File: config.mk
export PLATFORM = sky130hd
export DESIGN_NAME = ble_config_loader
export DESIGN_NICKNAME = d
export VERILOG_FILES = /design/src/rtl/ble_config_loader.sv
export SDC_FILE = /design/constraint.sdc
export NUM_CORES = 1
export LEC_CHECK = 0
export BUFFER_PORTS_ARGS = -buffer_cell sky130_fd_sc_hd__buf_2
export CAP_MARGIN = 10
export CORE_MARGIN = 2
export CORE_UTILIZATION = 35
export DETAILED_ROUTE_END_ITERATION = 10
export GPL_TIMING_DRIVEN = 0
export SYNTH_ARGS = -nofsm -noshare
export SYNTH_HDL_FRONTEND = slang
export SYNTH_SLANG_ARGS = --single-unit
export TNS_END_PERCENT = 10
File: constraint.sdc
create_clock -name PCLK -period 10.8 [get_ports PCLK]
set_clock_uncertainty 0.05 [all_clocks]
set_input_delay 1.62 -clock PCLK [delete_from_list [all_inputs] [get_ports PCLK]]
set_output_delay 1.62 -clock PCLK [all_outputs]
set_load 0.03 [all_outputs]
File: src/rtl/ble_config_loader.sv
// ble_config_loader: serialises config words onto a ble scan chain and reads the chain back in place
module ble_config_loader #(
  parameter int WORD_W    = 32,
  parameter int CHAIN_LEN = 264,
  parameter int CNT_W     = 16
) (
  input  logic              PCLK,
  input  logic              RESETN,
  input  logic              START,
  input  logic              MODE,
  input  logic [WORD_W-1:0] DIN,
  input  logic              DIN_VALID,
  output logic              DIN_READY,
  output logic [WORD_W-1:0] DOUT,
  output logic              DOUT_VALID,
  input  logic              DOUT_READY,
  output logic              DOUT_LAST,
  output logic              SE,
  output logic              SIN,
  input  logic              CHAIN_SOUT,
  output logic              BUSY,
  output logic              DONE
);
  localparam int BW = $clog2(WORD_W + 1);
  localparam logic [BW-1:0] WSZ = BW'(WORD_W);
  localparam logic [CNT_W-1:0] LEN = CNT_W'(CHAIN_LEN);
  typedef enum logic [1:0] {IDLE, FETCH, SHIFT, DRAIN} state_t;
  state_t state, state_n;
  logic mode, se_r, sin_r, done_r, go, hs, last_bit;
  logic [CNT_W-1:0] cnt;
  logic [WORD_W-1:0] wreg, cap;
  logic [BW-1:0] wbits, cbits;
  logic [BW:0] fill;
  assign SE   = se_r;
  assign DONE = done_r;
  assign BUSY = state != IDLE;
  assign SIN  = (mode && BUSY) ? CHAIN_SOUT : sin_r;
  assign DOUT = DOUT_LAST ? cap << (WSZ - cbits) : cap;
  // fill counts captured bits plus the one in flight, so a registered SE never overruns cap
  always_comb begin
    DIN_READY  = state == FETCH && wbits == '0;
    DOUT_LAST  = mode && state == DRAIN && !se_r;
    DOUT_VALID = DOUT_LAST || (mode && state == SHIFT && cbits == WSZ);
    hs         = DOUT_VALID && DOUT_READY;
    fill       = {1'b0, hs ? '0 : cbits} + {{BW{1'b0}}, se_r};
    last_bit   = cnt == LEN - 1'b1;
    go         = state == SHIFT && cnt < LEN && (mode ? fill < {1'b0, WSZ} : wbits != '0);
    state_n    = state;
    case (state)
      IDLE:    state_n = START ? (MODE ? SHIFT : FETCH) : IDLE;
      FETCH:   state_n = (DIN_VALID && DIN_READY) ? SHIFT : FETCH;
      SHIFT:   state_n = !go ? SHIFT : last_bit ? DRAIN : (!mode && wbits == BW'(1)) ? FETCH : SHIFT;
      default: state_n = (!mode || hs) ? IDLE : DRAIN;
    endcase
  end
  always_ff @(posedge PCLK) begin
    if (!RESETN) begin
      state  <= IDLE;
      mode   <= 1'b0;
      cnt    <= '0;
      wreg   <= '0;
      cap    <= '0;
      wbits  <= '0;
      cbits  <= '0;
      se_r   <= 1'b0;
      sin_r  <= 1'b0;
      done_r <= 1'b0;
    end else begin
      state  <= state_n;
      done_r <= state == DRAIN && state_n == IDLE;
      se_r   <= go;
      if (state == IDLE && START) begin
        mode  <= MODE;
        cnt   <= '0;
        wbits <= '0;
        cbits <= '0;
        cap   <= '0;
      end
      if (DIN_VALID && DIN_READY) begin
        wreg  <= DIN;
        wbits <= WSZ;
      end
      if (go) cnt <= cnt + 1'b1;
      if (go && !mode) begin
        sin_r <= wreg[WORD_W-1];
        wreg  <= wreg << 1;
        wbits <= wbits - 1'b1;
      end
      if (mode && se_r) begin
        cap   <= {cap[WORD_W-2:0], CHAIN_SOUT};
        cbits <= fill[BW-1:0];
      end else if (hs) cbits <= '0;
    end
  end
endmodule
# After elaboration in Yosys (flattened, before gate mapping)
# Index checks and enable logic that the tools add are counted.
# totals
reg_bits,98
in_bits,39
output_inout_bits,39
elab_cells,78
# classes
add_sub_neg,4
order_cmp,2
eq_ne,6
shifts,1
n_mux,23
n_bitwise,1
reduce_logical,30
# ops
op,n
two-way mux 32 bit,5
two-way mux 6 bit,6
two-way mux 16 bit,2
left shift 32 x 6 -> 32 bit,1
"adder 16 x 1 -> 16 bit, second input constant",1
"== test 16 x 9 -> 1 bit, second input constant",1
"less-than comparator 16 x 9 -> 1 bit, second input constant",1
logical AND 1 bit,15
two-way mux 2 bit,7
nonzero test 2 bit,4
adder 6 x 1 -> 7 bit,1
"less-than comparator 7 x 6 -> 1 bit, second input constant",1
"== test 6 x 1 -> 1 bit, second input constant",1
"== test 6 bit, second input constant",1
zero test 6 bit,1
case mux 2 bit (3 select lines),1
nonzero test 3 bit,2
nonzero test 6 bit,1
"subtractor 6 x 1 -> 6 bit, second input constant",1
"subtractor 6 bit, first input constant",1
"== test 2 bit, second input constant",2
zero test 2 bit,2
"== test 2 x 1 -> 1 bit, second input constant",1
zero test 1 bit,2
other kinds (4),6

# Longest topological paths before layout
# Gate-level depths: netlist of run 1.
# logic_depth
ltp_word,14
depth_mapped,14
depth_no_buf,13

# Worst setup path before layout of run 1
# OpenSTA, ideal clock, no wires.
# synth_timing
kind,register to output
from,reg cbits[0]
to,out DOUT[10]
arrival_ps,3377
t_required_ps,9130
path_slack_ps,5753
stages_incl_launch_ff,12
n_path_buf,4
path_cell_list,dfxtp_1 buf_2 inv_1 clkbuf_1 ha_1 clkbuf_1 buf_2 mux2i_1 mux4_2 or2_2 a21boi_0 o21ai_0
# synth_via
elab_chain_len,3
# synth_lines
element,line_no,text
start: declaration,32,"logic [BW-1:0] wbits, cbits;"
start signal: assignment,91,cbits <= fill[BW-1:0];
subtractor 6 bit,38,assign DOUT = DOUT_LAST ? cap << (WSZ - cbits) : cap;
left shift 32 x 6 -> 32 bit,38,
two-way mux 32 bit,38,
end: declaration,14,"output logic [WORD_W-1:0] DOUT,"
# No other way between the ends.

# Worst setup path after layout of run 1
# layout_timing
from,reg cbits[0]
to,out DOUT[25]
# The elaborated chain is that of the path after synthesis.

==> results of run 1 <==
[layout make-up]
class / count / area (sq um)
Fill cell: 1869 / 10590
Multi-Input combinational cell: 608 / 4124
Sequential cell: 98 / 1962
Timing Repair Buffer: 76 / 380.4
Tap cell: 229 / 286.5
Buffer: 65 / 265.3
Clock buffer: 9 / 225.2
Clock inverter: 7 / 83.83
Inverter: 13 / 48.80
[logic make-up (layout without fill, tap and decap cells)]
group | after synthesis | count (layout) | share of synthesized area [%]
buffers and inverters | 78 | 170 | 4.907
flip-flops | 98 | 98 | 30.65
AO/OA/AOI/OAI | 229 | 229 | 23.77
AND/OR/NAND/NOR | 294 | 294 | 22.48
adder cells (fa/ha/maj) | 6 | 6 | 1.173
XOR/XNOR | 6 | 6 | 0.9385
multiplexers | 73 | 73 | 16.07
[critical path: stages, from the launching register on]
cell	delay [ns]
sky130_fd_sc_hd__dfxtp_1	0.31
sky130_fd_sc_hd__buf_2	0.21
sky130_fd_sc_hd__inv_1	0.30
sky130_fd_sc_hd__clkbuf_1	0.61
sky130_fd_sc_hd__ha_1	0.39
sky130_fd_sc_hd__xor2_2	0.67
sky130_fd_sc_hd__buf_2	0.37
sky130_fd_sc_hd__buf_2	0.31
sky130_fd_sc_hd__a21oi_1	0.07
sky130_fd_sc_hd__a2111oi_0	0.55
sky130_fd_sc_hd__o31ai_1	0.17
sky130_fd_sc_hd__buf_2	0.21
[how the worst max path moves through the flow]
stage / from / end / slack, ns / cells after the start
2_1_floorplan: cbits[0] / DOUT[10] / 5.75 / 11
3_3_place_gp: cbits[0] / DOUT[27] / 5.08 / 11
3_5_place_dp: cbits[0] / DOUT[27] / 5.07 / 11
4_1_cts: cbits[0] / DOUT[27] / 4.67 / 11
5_1_grt: cbits[0] / DOUT[21] / 4.44 / 12
6_report: cbits[0] / DOUT[25] / 4.60 / 11
[state kept, by name (all words and copies together) (netlist names), 2 cells and up]
signal / flops
state: 2
cbits: 6
cap: 32
wbits: 6
cnt: 16
wreg: 32
[cells in the final DEF, fill, tap and decap left out, drive strengths merged, types with 6 or more instances in the layout]
cell type  synthesis  routed
nand2b             6       6
a22oi             33      33
o21ai             26      26
and2               9       9
nand3             59      59
mux2i             33      33
nor2              20      20
dfxtp             98      98
mux4              22      22
a21oi             88      88
ha                 6       6
a32o               6       6
inv               12      15
and3              17      17
a21o               6       6
clkbuf            45      54
nor3              15      15
nand2            135     135
buf               20      96
o221ai             6       6
nor4               6       6
a22o               7       7
o211ai             9       9
or4                7       7
mux2              18      18
[stage by stage]
step | cells | hold WS, ns
finish | 1105 | 0.4033
CTS | 1105 | 0.4035
global placement | 1089 | 0.3878
detailed placement | 1089 | 0.3930
floorplan | 784 | 0.3784
global route | 1105 | 0.4205
[where the power goes]
group          internal (mW)  switching [mW]
registers              0.372         0.00896
clock network          0.184           0.148
logic                 0.0338          0.0680
total                  0.589           0.225
[routing by layer]
layer | vias to the layer above | part of all wire (%) | global-route usage [%]
met1 | 3142 | 46 | 30.81
li1 | 3113 | - | -
met5 | - | 0 | 0
met3 | 31 | 7.7 | 2.925
met4 | 0 | 2.1 | 5.901
met2 | 294 | 45 | 32.09
==> report_table.html, run 1 <==
<table>
<tr><th>Metric</th><th>Value</th></tr>
<tr><th colspan="2">Worst hold path</th></tr>
<tr><td>Type of the most critical hold path</td><td>reg2reg</td></tr>
<tr><td>Worst hold path cell count</td><td>2</td></tr>
<tr><td>Hold worst-path end</td><td>wreg[23]</td></tr>
<tr><td>Origin of the worst min-delay path</td><td>wreg[23]</td></tr>
<tr><th colspan="2">Routing</th></tr>
<tr><td>Detailed Route WL</td><td>20830 um</td></tr>
<tr><td>Detail-routed net length per standard cell</td><td>18.85 um</td></tr>
<tr><td>Post-route ant nets</td><td>0</td></tr>
<tr><td>First drt pass iteration count</td><td>5</td></tr>
<tr><td>Post-DR vias/cell</td><td>5.955</td></tr>
<tr><td>DR vias</td><td>6580</td></tr>
<tr><td>Remaining design rule violation count</td><td>0</td></tr>
<tr><td>Initial detailed-routing violation count</td><td>635</td></tr>
<tr><th colspan="2">Floorplan</th></tr>
<tr><td>Initial core utilization</td><td>35.63%</td></tr>
<tr><td>Standard cell core area</td><td>17960 sq um</td></tr>
<tr><td>Number of ports placed on the die boundary</td><td>78</td></tr>
<tr><td>Overall die height</td><td>139.2 um</td></tr>
<tr><td>Overall die width</td><td>139.2 um</td></tr>
<tr><td>Total die area</td><td>19380 sq um</td></tr>
<tr><td>Standard-cell rows</td><td>49</td></tr>
<tr><th colspan="2">Global routing</th></tr>
<tr><td>Number of antenna violations at the first check in global routing</td><td>0</td></tr>
<tr><td>Via count of the first global-routing pass</td><td>6067</td></tr>
<tr><td>Maximum number of pins on one net before global-route repair</td><td>19</td></tr>
<tr><td>Overall routing resource usage</td><td>20.96%</td></tr>
<tr><td>Global-route wire length before repair</td><td>33350 um</td></tr>
<tr><td>Remaining global-route overflow</td><td>0</td></tr>
<tr><th colspan="2">Synthesis</th></tr>
<tr><td>Number of enable flip-flop cells after synthesis</td><td>0</td></tr>
<tr><td>Top post-synthesis cells by count</td><td>sky130_fd_sc_hd__nand2_1 (135), sky130_fd_sc_hd__dfxtp_1 (98), sky130_fd_sc_hd__a21oi_1 (87)</td></tr>
<tr><td>Post-synthesis instance area</td><td>6400 sq um</td></tr>
<tr><td>Count of state elements after synthesis</td><td>98</td></tr>
<tr><td>Fraction of synthesized cell area taken by the top area cell type</td><td>30.65%</td></tr>
<tr><td>Per-instance average area after synthesis</td><td>8.163 sq um</td></tr>
<tr><td>Instance count of the mapped netlist</td><td>784</td></tr>
<tr><td>Number of distinct standard cells referenced by the synthesized netlist</td><td>68</td></tr>
<tr><td>Async SR Flop Fraction</td><td>0%</td></tr>
<tr><td>Count leader, synth</td><td>sky130_fd_sc_hd__nand2_1</td></tr>
<tr><td>Largest area contributor in the synthesized netlist</td><td>sky130_fd_sc_hd__dfxtp_1</td></tr>
<tr><td>Ys flop type</td><td>sky130_fd_sc_hd__dfxtp_1</td></tr>
<tr><td>Count of warnings emitted by yosys</td><td>0</td></tr>
<tr><td>Top post-synthesis cells by area</td><td>sky130_fd_sc_hd__dfxtp_1 (31%), sky130_fd_sc_hd__nand2_1 (7.9%), sky130_fd_sc_hd__mux4_2 (7.7%)</td></tr>
<tr><td>Syn Nets</td><td>829</td></tr>
<tr><td>Share of synthesized area occupied by flip-flops and latches</td><td>30.65%</td></tr>
<tr><th colspan="2">Setup path</th></tr>
<tr><td>Flop-to-flop setup slack</td><td>6.63 ns</td></tr>
<tr><td>Path depth of the worst reg2reg path</td><td>14</td></tr>
<tr><td>Sort of element at the end of the critical path</td><td>primary output</td></tr>
<tr><td>Critical setup path kind</td><td>reg2out</td></tr>
<tr><td>CP max FO</td><td>10</td></tr>
<tr><td>Worst path required time</td><td>9.13 ns</td></tr>
<tr><td>Arrival time reported for the critical path endpoint</td><td>4.53 ns</td></tr>
<tr><td>Setup crit start kind</td><td>register</td></tr>
<tr><td>Startpoint of the worst-slack reg-to-reg timing path</td><td>cbits[0]</td></tr>
<tr><td>Reg2reg end</td><td>cnt[2]</td></tr>
<tr><th colspan="2">Placed design</th></tr>
<tr><td>Detailed placement HPWL</td><td>15620 um</td></tr>
<tr><td>Final Wtd Congestion</td><td>0.9631</td></tr>
<tr><td>Total cell area at the placement stage</td><td>7067 sq um</td></tr>
<tr><td>Setup slack at placement</td><td>5.068 ns</td></tr>
<tr><td>Number of buffers added on ports</td><td>76</td></tr>
<tr><th colspan="2">Layout</th></tr>
<tr><td>Post-layout instance area</td><td>7376 sq um</td></tr>
<tr><td>Diodes inserted</td><td>0</td></tr>
<tr><td>Share of final-layout standard cells stronger than drive strength 1</td><td>19.06%</td></tr>
<tr><td>NumNets Final</td><td>916</td></tr>
<tr><td>Area overhead of the layout relative to synthesis</td><td>15.25%</td></tr>
<tr><td>Fraction of the core area covered by cells at the end of the flow</td><td>41.06%</td></tr>
<tr><th colspan="2">Timing</th></tr>
<tr><td>Clock period minus worst slack</td><td>6.204 ns</td></tr>
<tr><td>Final Worst Setup Slack</td><td>4.596 ns</td></tr>
<tr><td>Setup repair after global routing missed its margin</td><td>no</td></tr>
<tr><td>Final cycle utilization of the critical path</td><td>57.45%</td></tr>
<tr><td>Achievable frequency</td><td>161.2 MHz</td></tr>
<tr><td>Final count of pins violating max slew</td><td>0</td></tr>
<tr><td>Final sum of negative setup slack</td><td>0 ns</td></tr>
<tr><td>Headroom to the max-slew limit</td><td>37.67%</td></tr>
<tr><td>Final setup violation count</td><td>0</td></tr>
<tr><td>Hold violation total from the final report</td><td>0</td></tr>
<tr><td>Worst-margin pin slew</td><td>0.9283 ns</td></tr>
<tr><th colspan="2">Clock tree</th></tr>
<tr><td>Clk buf depth</td><td>2</td></tr>
<tr><td>Number of hold-repair buffers added at the cts stage</td><td>0</td></tr>
<tr><td>Buffer type at the clock tree root</td><td>sky130_fd_sc_hd__clkbuf_16</td></tr>
<tr><td>TritonCTS clock tree</td><td>built</td></tr>
<tr><td>Sink Count</td><td>98</td></tr>
<tr><td>Cts repair resizes</td><td>0</td></tr>
<tr><td>Clk Latency, worst-skew pair</td><td>0.35 ns</td></tr>
<tr><td>Number of buffers inserted to repair setup after CTS</td><td>0</td></tr>
<tr><td>H-tree depth</td><td>3</td></tr>
<tr><td>Number of CTS-inserted buffers</td><td>9</td></tr>
<tr><td>Clock slew seen by the registers of the worst setup and hold paths</td><td>0.07 ns</td></tr>
<tr><th colspan="2">Power</th></tr>
<tr><td>Worst vdd ir</td><td>0.08763 mV</td></tr>
<tr><td>Total chip power</td><td>0.8140 mW</td></tr>
<tr><td>Static Leak</td><td>2.686 nW</td></tr>
<tr><td>Pwr dens</td><td>110.4 nW/um^2</td></tr>
<tr><th colspan="2">Run</th></tr>
<tr><td>Reported max-cap violation count</td><td>0</td></tr>
<tr><th colspan="2">Status</th></tr>
<tr><td>Outcome</td><td>finished, final reports clean</td></tr>
</table>
(Power assumes the default switching activity.)
==> inputs of run 2 (changes only) <==
--- a/config.mk
+++ b/config.mk
@@ -5,6 +5,7 @@
 export SDC_FILE = /design/constraint.sdc
 export NUM_CORES = 1
 export LEC_CHECK = 0
+export ABC_AREA = 1
 export BUFFER_PORTS_ARGS = -buffer_cell sky130_fd_sc_hd__buf_2
 export CAP_MARGIN = 10
 export CORE_MARGIN = 2
==> constraint.sdc (replaced) <==
create_clock -name PCLK -period 6.45 [get_ports PCLK]
set_clock_uncertainty 0.05 [all_clocks]
set_input_delay 0.9675 -clock PCLK [delete_from_list [all_inputs] [get_ports PCLK]]
set_output_delay 0.9675 -clock PCLK [all_outputs]
set_load 0.03 [all_outputs]
==> report_table.html, run 2 <==
<table>
<tr><th>Metric</th><th>Value</th></tr>
<tr><th colspan="2">Status</th></tr>
<tr><td>Outcome</td><td>finished, final reports clean</td></tr>
<tr><th colspan="2">Synthesis</th></tr>
<tr><td>Instance count of the mapped netlist</td><td>966</td></tr>
<tr><td>Count of warnings emitted by yosys</td><td>0</td></tr>
<tr><td>Largest area contributor in the synthesized netlist</td><td>sky130_fd_sc_hd__dfxtp_1</td></tr>
<tr><td>Count leader, synth</td><td>sky130_fd_sc_hd__nand2_1</td></tr>
<tr><td>Share of synthesized area occupied by flip-flops and latches</td><td>32.12%</td></tr>
<tr><td>Top post-synthesis cells by area</td><td>sky130_fd_sc_hd__dfxtp_1 (32%), sky130_fd_sc_hd__nand2_1 (20%), sky130_fd_sc_hd__o21ai_0 (7.4%)</td></tr>
<tr><td>Number of distinct standard cells referenced by the synthesized netlist</td><td>48</td></tr>
<tr><td>Post-synthesis instance area</td><td>6107 sq um</td></tr>
<tr><td>Count of state elements after synthesis</td><td>98</td></tr>
<tr><td>Async SR Flop Fraction</td><td>0%</td></tr>
<tr><td>Syn Nets</td><td>1011</td></tr>
<tr><td>Fraction of synthesized cell area taken by the top area cell type</td><td>32.12%</td></tr>
<tr><td>Number of enable flip-flop cells after synthesis</td><td>0</td></tr>
<tr><td>Ys flop type</td><td>sky130_fd_sc_hd__dfxtp_1</td></tr>
<tr><td>Per-instance average area after synthesis</td><td>6.322 sq um</td></tr>
<tr><td>Top post-synthesis cells by count</td><td>sky130_fd_sc_hd__nand2_1 (326), sky130_fd_sc_hd__dfxtp_1 (98), sky130_fd_sc_hd__inv_1 (93)</td></tr>
<tr><th colspan="2">Setup path</th></tr>
<tr><td>Start point of the critical path</td><td>cbits[0]</td></tr>
<tr><td>Startpoint of the worst-slack reg-to-reg timing path</td><td>cbits[0]</td></tr>
<tr><td>Number of logic stages on the critical path including buffering</td><td>14</td></tr>
<tr><td>Longest individual stage delay on the worst path</td><td>0.39 ns</td></tr>
<tr><td>Buf/Inv on CP</td><td>6</td></tr>
<tr><td>Sort of element at the end of the critical path</td><td>primary output</td></tr>
<tr><td>Path depth of the worst reg2reg path</td><td>19</td></tr>
<tr><td>Worst path required time</td><td>5.43 ns</td></tr>
<tr><td>Slowest-stage cell, CP</td><td>sky130_fd_sc_hd__buf_1</td></tr>
<tr><td>CP delay by family, top</td><td>buffers and inverters</td></tr>
<tr><td>Arrival time reported for the critical path endpoint</td><td>3.50 ns</td></tr>
<tr><td>End point of the critical path</td><td>DOUT[31]</td></tr>
<tr><td>Critical setup path kind</td><td>reg2out</td></tr>
<tr><td>CP max FO</td><td>10</td></tr>
<tr><td>Reg2reg end</td><td>cnt[2]</td></tr>
<tr><td>Cell-by-cell listing of the critical path</td><td>buf_2 &gt; clkinv_1 &gt; ha_1 &gt; clkbuf_1 &gt; buf_2 &gt; buf_1 &gt; nand2_1 &gt; o21ai_0 &gt; nand2_1 &gt; nand2_1 &gt; nand2_1 &gt; o21ai_1 &gt; o221ai_1 &gt; buf_2</td></tr>
<tr><td>Setup crit start kind</td><td>register</td></tr>
<tr><td>Flop-to-flop setup slack</td><td>3.38 ns</td></tr>
<tr><td>Most common cell on crit path</td><td>sky130_fd_sc_hd__nand2_1</td></tr>
<tr><th colspan="2">Timing</th></tr>
<tr><td>Final setup violation count</td><td>0</td></tr>
<tr><td>Hold violation total from the final report</td><td>0</td></tr>
<tr><td>Final cycle utilization of the critical path</td><td>70.02%</td></tr>
<tr><td>Clock period minus worst slack</td><td>4.516 ns</td></tr>
<tr><td>Headroom to the max-slew limit</td><td>52.54%</td></tr>
<tr><td>Final count of pins violating max slew</td><td>0</td></tr>
<tr><td>Achievable frequency</td><td>221.4 MHz</td></tr>
<tr><td>Final sum of negative setup slack</td><td>0 ns</td></tr>
<tr><td>Worst-margin pin slew</td><td>0.7119 ns</td></tr>
<tr><td>Setup repair after global routing missed its margin</td><td>no</td></tr>
<tr><th colspan="2">Clock tree</th></tr>
<tr><td>Sink Count</td><td>98</td></tr>
<tr><td>Number of hold-repair buffers added at the cts stage</td><td>0</td></tr>
<tr><td>Clock slew seen by the registers of the worst setup and hold paths</td><td>0.06 ns</td></tr>
<tr><td>TritonCTS clock tree</td><td>built</td></tr>
<tr><td>H-tree depth</td><td>3</td></tr>
<tr><td>Number of CTS-inserted buffers</td><td>9</td></tr>
<tr><td>Cts repair resizes</td><td>0</td></tr>
<tr><td>Clk Latency, worst-skew pair</td><td>0.35 ns</td></tr>
<tr><td>Clk buf depth</td><td>2</td></tr>
<tr><td>Number of buffers inserted to repair setup after CTS</td><td>0</td></tr>
<tr><td>Buffer type at the clock tree root</td><td>sky130_fd_sc_hd__clkbuf_16</td></tr>
<tr><th colspan="2">Floorplan</th></tr>
<tr><td>Number of ports placed on the die boundary</td><td>78</td></tr>
<tr><td>Standard-cell rows</td><td>48</td></tr>
<tr><td>Initial core utilization</td><td>35.56%</td></tr>
<tr><td>Total die area</td><td>18520 sq um</td></tr>
<tr><td>Overall die height</td><td>136.1 um</td></tr>
<tr><td>Overall die width</td><td>136.1 um</td></tr>
<tr><td>Standard cell core area</td><td>17180 sq um</td></tr>
<tr><th colspan="2">Layout</th></tr>
<tr><td>Commonest cells after routing, fill and taps aside</td><td>sky130_fd_sc_hd__nand2_1 (326), sky130_fd_sc_hd__dfxtp_1 (98), sky130_fd_sc_hd__inv_1 (93)</td></tr>
<tr><td>Area overhead of the layout relative to synthesis</td><td>15.80%</td></tr>
<tr><td>Diodes inserted</td><td>0</td></tr>
<tr><td>Share of final-layout standard cells stronger than drive strength 1</td><td>15.11%</td></tr>
<tr><td>Largest registers in the final layout</td><td>cap (32), wreg (32), cnt (16)</td></tr>
<tr><td>Commonest non-fill, non-tap cell in the layout</td><td>sky130_fd_sc_hd__nand2_1</td></tr>
<tr><td>Post-layout instance area</td><td>7072 sq um</td></tr>
<tr><td>Fraction of the core area covered by cells at the end of the flow</td><td>41.17%</td></tr>
<tr><td>NumNets Final</td><td>1099</td></tr>
<tr><td>Count of fill cells added during filler insertion</td><td>1897</td></tr>
<tr><th colspan="2">Global routing</th></tr>
<tr><td>Global-route wire length before repair</td><td>30660 um</td></tr>
<tr><td>Maximum number of pins on one net before global-route repair</td><td>16</td></tr>
<tr><td>Number of antenna violations at the first check in global routing</td><td>0</td></tr>
<tr><td>Overall routing resource usage</td><td>20.90%</td></tr>
<tr><td>Via count of the first global-routing pass</td><td>6089</td></tr>
<tr><td>Remaining global-route overflow</td><td>0</td></tr>
<tr><th colspan="2">Placed design</th></tr>
<tr><td>Total cell area at the placement stage</td><td>6774 sq um</td></tr>
<tr><td>Number of buffers added on ports</td><td>77</td></tr>
<tr><td>Detailed placement HPWL</td><td>14850 um</td></tr>
<tr><td>Final Wtd Congestion</td><td>0.9901</td></tr>
<tr><th colspan="2">Routing</th></tr>
<tr><td>DR vias</td><td>6566</td></tr>
<tr><td>Detail-routed net length per standard cell</td><td>14.99 um</td></tr>
<tr><td>Detailed Route WL</td><td>19250 um</td></tr>
<tr><td>Post-DR vias/cell</td><td>5.114</td></tr>
<tr><td>First drt pass iteration count</td><td>5</td></tr>
<tr><td>Post-route ant nets</td><td>0</td></tr>
<tr><td>Remaining design rule violation count</td><td>0</td></tr>
<tr><td>Initial detailed-routing violation count</td><td>518</td></tr>
<tr><th colspan="2">Power</th></tr>
<tr><td>Static Leak</td><td>2.984 nW</td></tr>
<tr><td>Worst vdd ir</td><td>0.1246 mV</td></tr>
<tr><td>Pwr dens</td><td>190.2 nW/um^2</td></tr>
<tr><th colspan="2">Worst hold path</th></tr>
<tr><td>Type of the most critical hold path</td><td>reg2reg</td></tr>
<tr><th colspan="2">Run</th></tr>
<tr><td>Reported max-cap violation count</td><td>0</td></tr>
</table>
## run 2: power by group
part           switching (mW)  total, mW  internal [mW]
registers              0.0106      0.631          0.621
logic                   0.116      0.170         0.0542
clock network           0.232      0.544          0.312
total                   0.359       1.35          0.987
## run 2: how the worst min path moves through the flow
stage / from / end / slack [ns] / cells past startpoint
after detailed placement: cnt[11] / cnt[11] / 0.38 / 2
final: cnt[10] / cnt[10] / 0.39 / 2
after global routing: cnt[10] / cnt[10] / 0.40 / 2
after floorplan: cnt[11] / cnt[11] / 0.37 / 2
after CTS: cnt[11] / cnt[11] / 0.39 / 2
after global placement: cnt[11] / cnt[11] / 0.38 / 2
## run 2: cells by family after synthesis
logic type      synth area share (%)
compound gates                 23.25
xor+xnor                      0.6967
fa+ha+maj                      1.229
buf+inv                        10.71
flops                          32.12
mux                            1.147
simple gates                   30.83
## run 2: per-layer routing
layer,GRT usage [%],vias up,share of wire (%)
met5,0,-,0
met4,7.581,0,2.8
met3,4.400,38,7.7
met2,32.89,261,43
met1,28.15,2923,47
li1,-,3344,-
## run 2: tightest hold or removal path, delay by kind of cell, from the launching register on
| kind | cells | cell delay [ns] |
|---|---|---|
| flip-flops | 1 | 0.31 |
| AND/OR/NAND/NOR | 2 | 0.09 |
## run 2: metrics by stage
| stage | power (mW) | hold WS, ns | std cells | worst slack (ns) |
|---|---|---|---|---|
| after floorplan | 0.7612 | 0.3669 | 966 | 2.996 |
| after global placement | 0.8145 | 0.3777 | 1268 | 2.387 |
| after detailed placement | 0.8149 | 0.3823 | 1268 | 2.429 |
| after CTS | 1.359 | 0.3916 | 1284 | 2.041 |
| after global routing | 1.404 | 0.4018 | 1284 | 1.750 |
| final | 1.345 | 0.3924 | 1284 | 1.934 |
## run 2: final cells by class
cell class              instances  area [sq um]  share of cell area [%]
plain buffers                  56         255.2                   3.609
clock buffers                  12         246.5                   3.485
clock inverters                 4         51.30                  0.7254
inverters                     105         399.1                   5.644
multi-input cells             707          3491                   49.36
flip-flops and latches         98          1962                   27.74
well taps                     225         281.5                   3.981
repair buffers                 77         385.4                   5.449
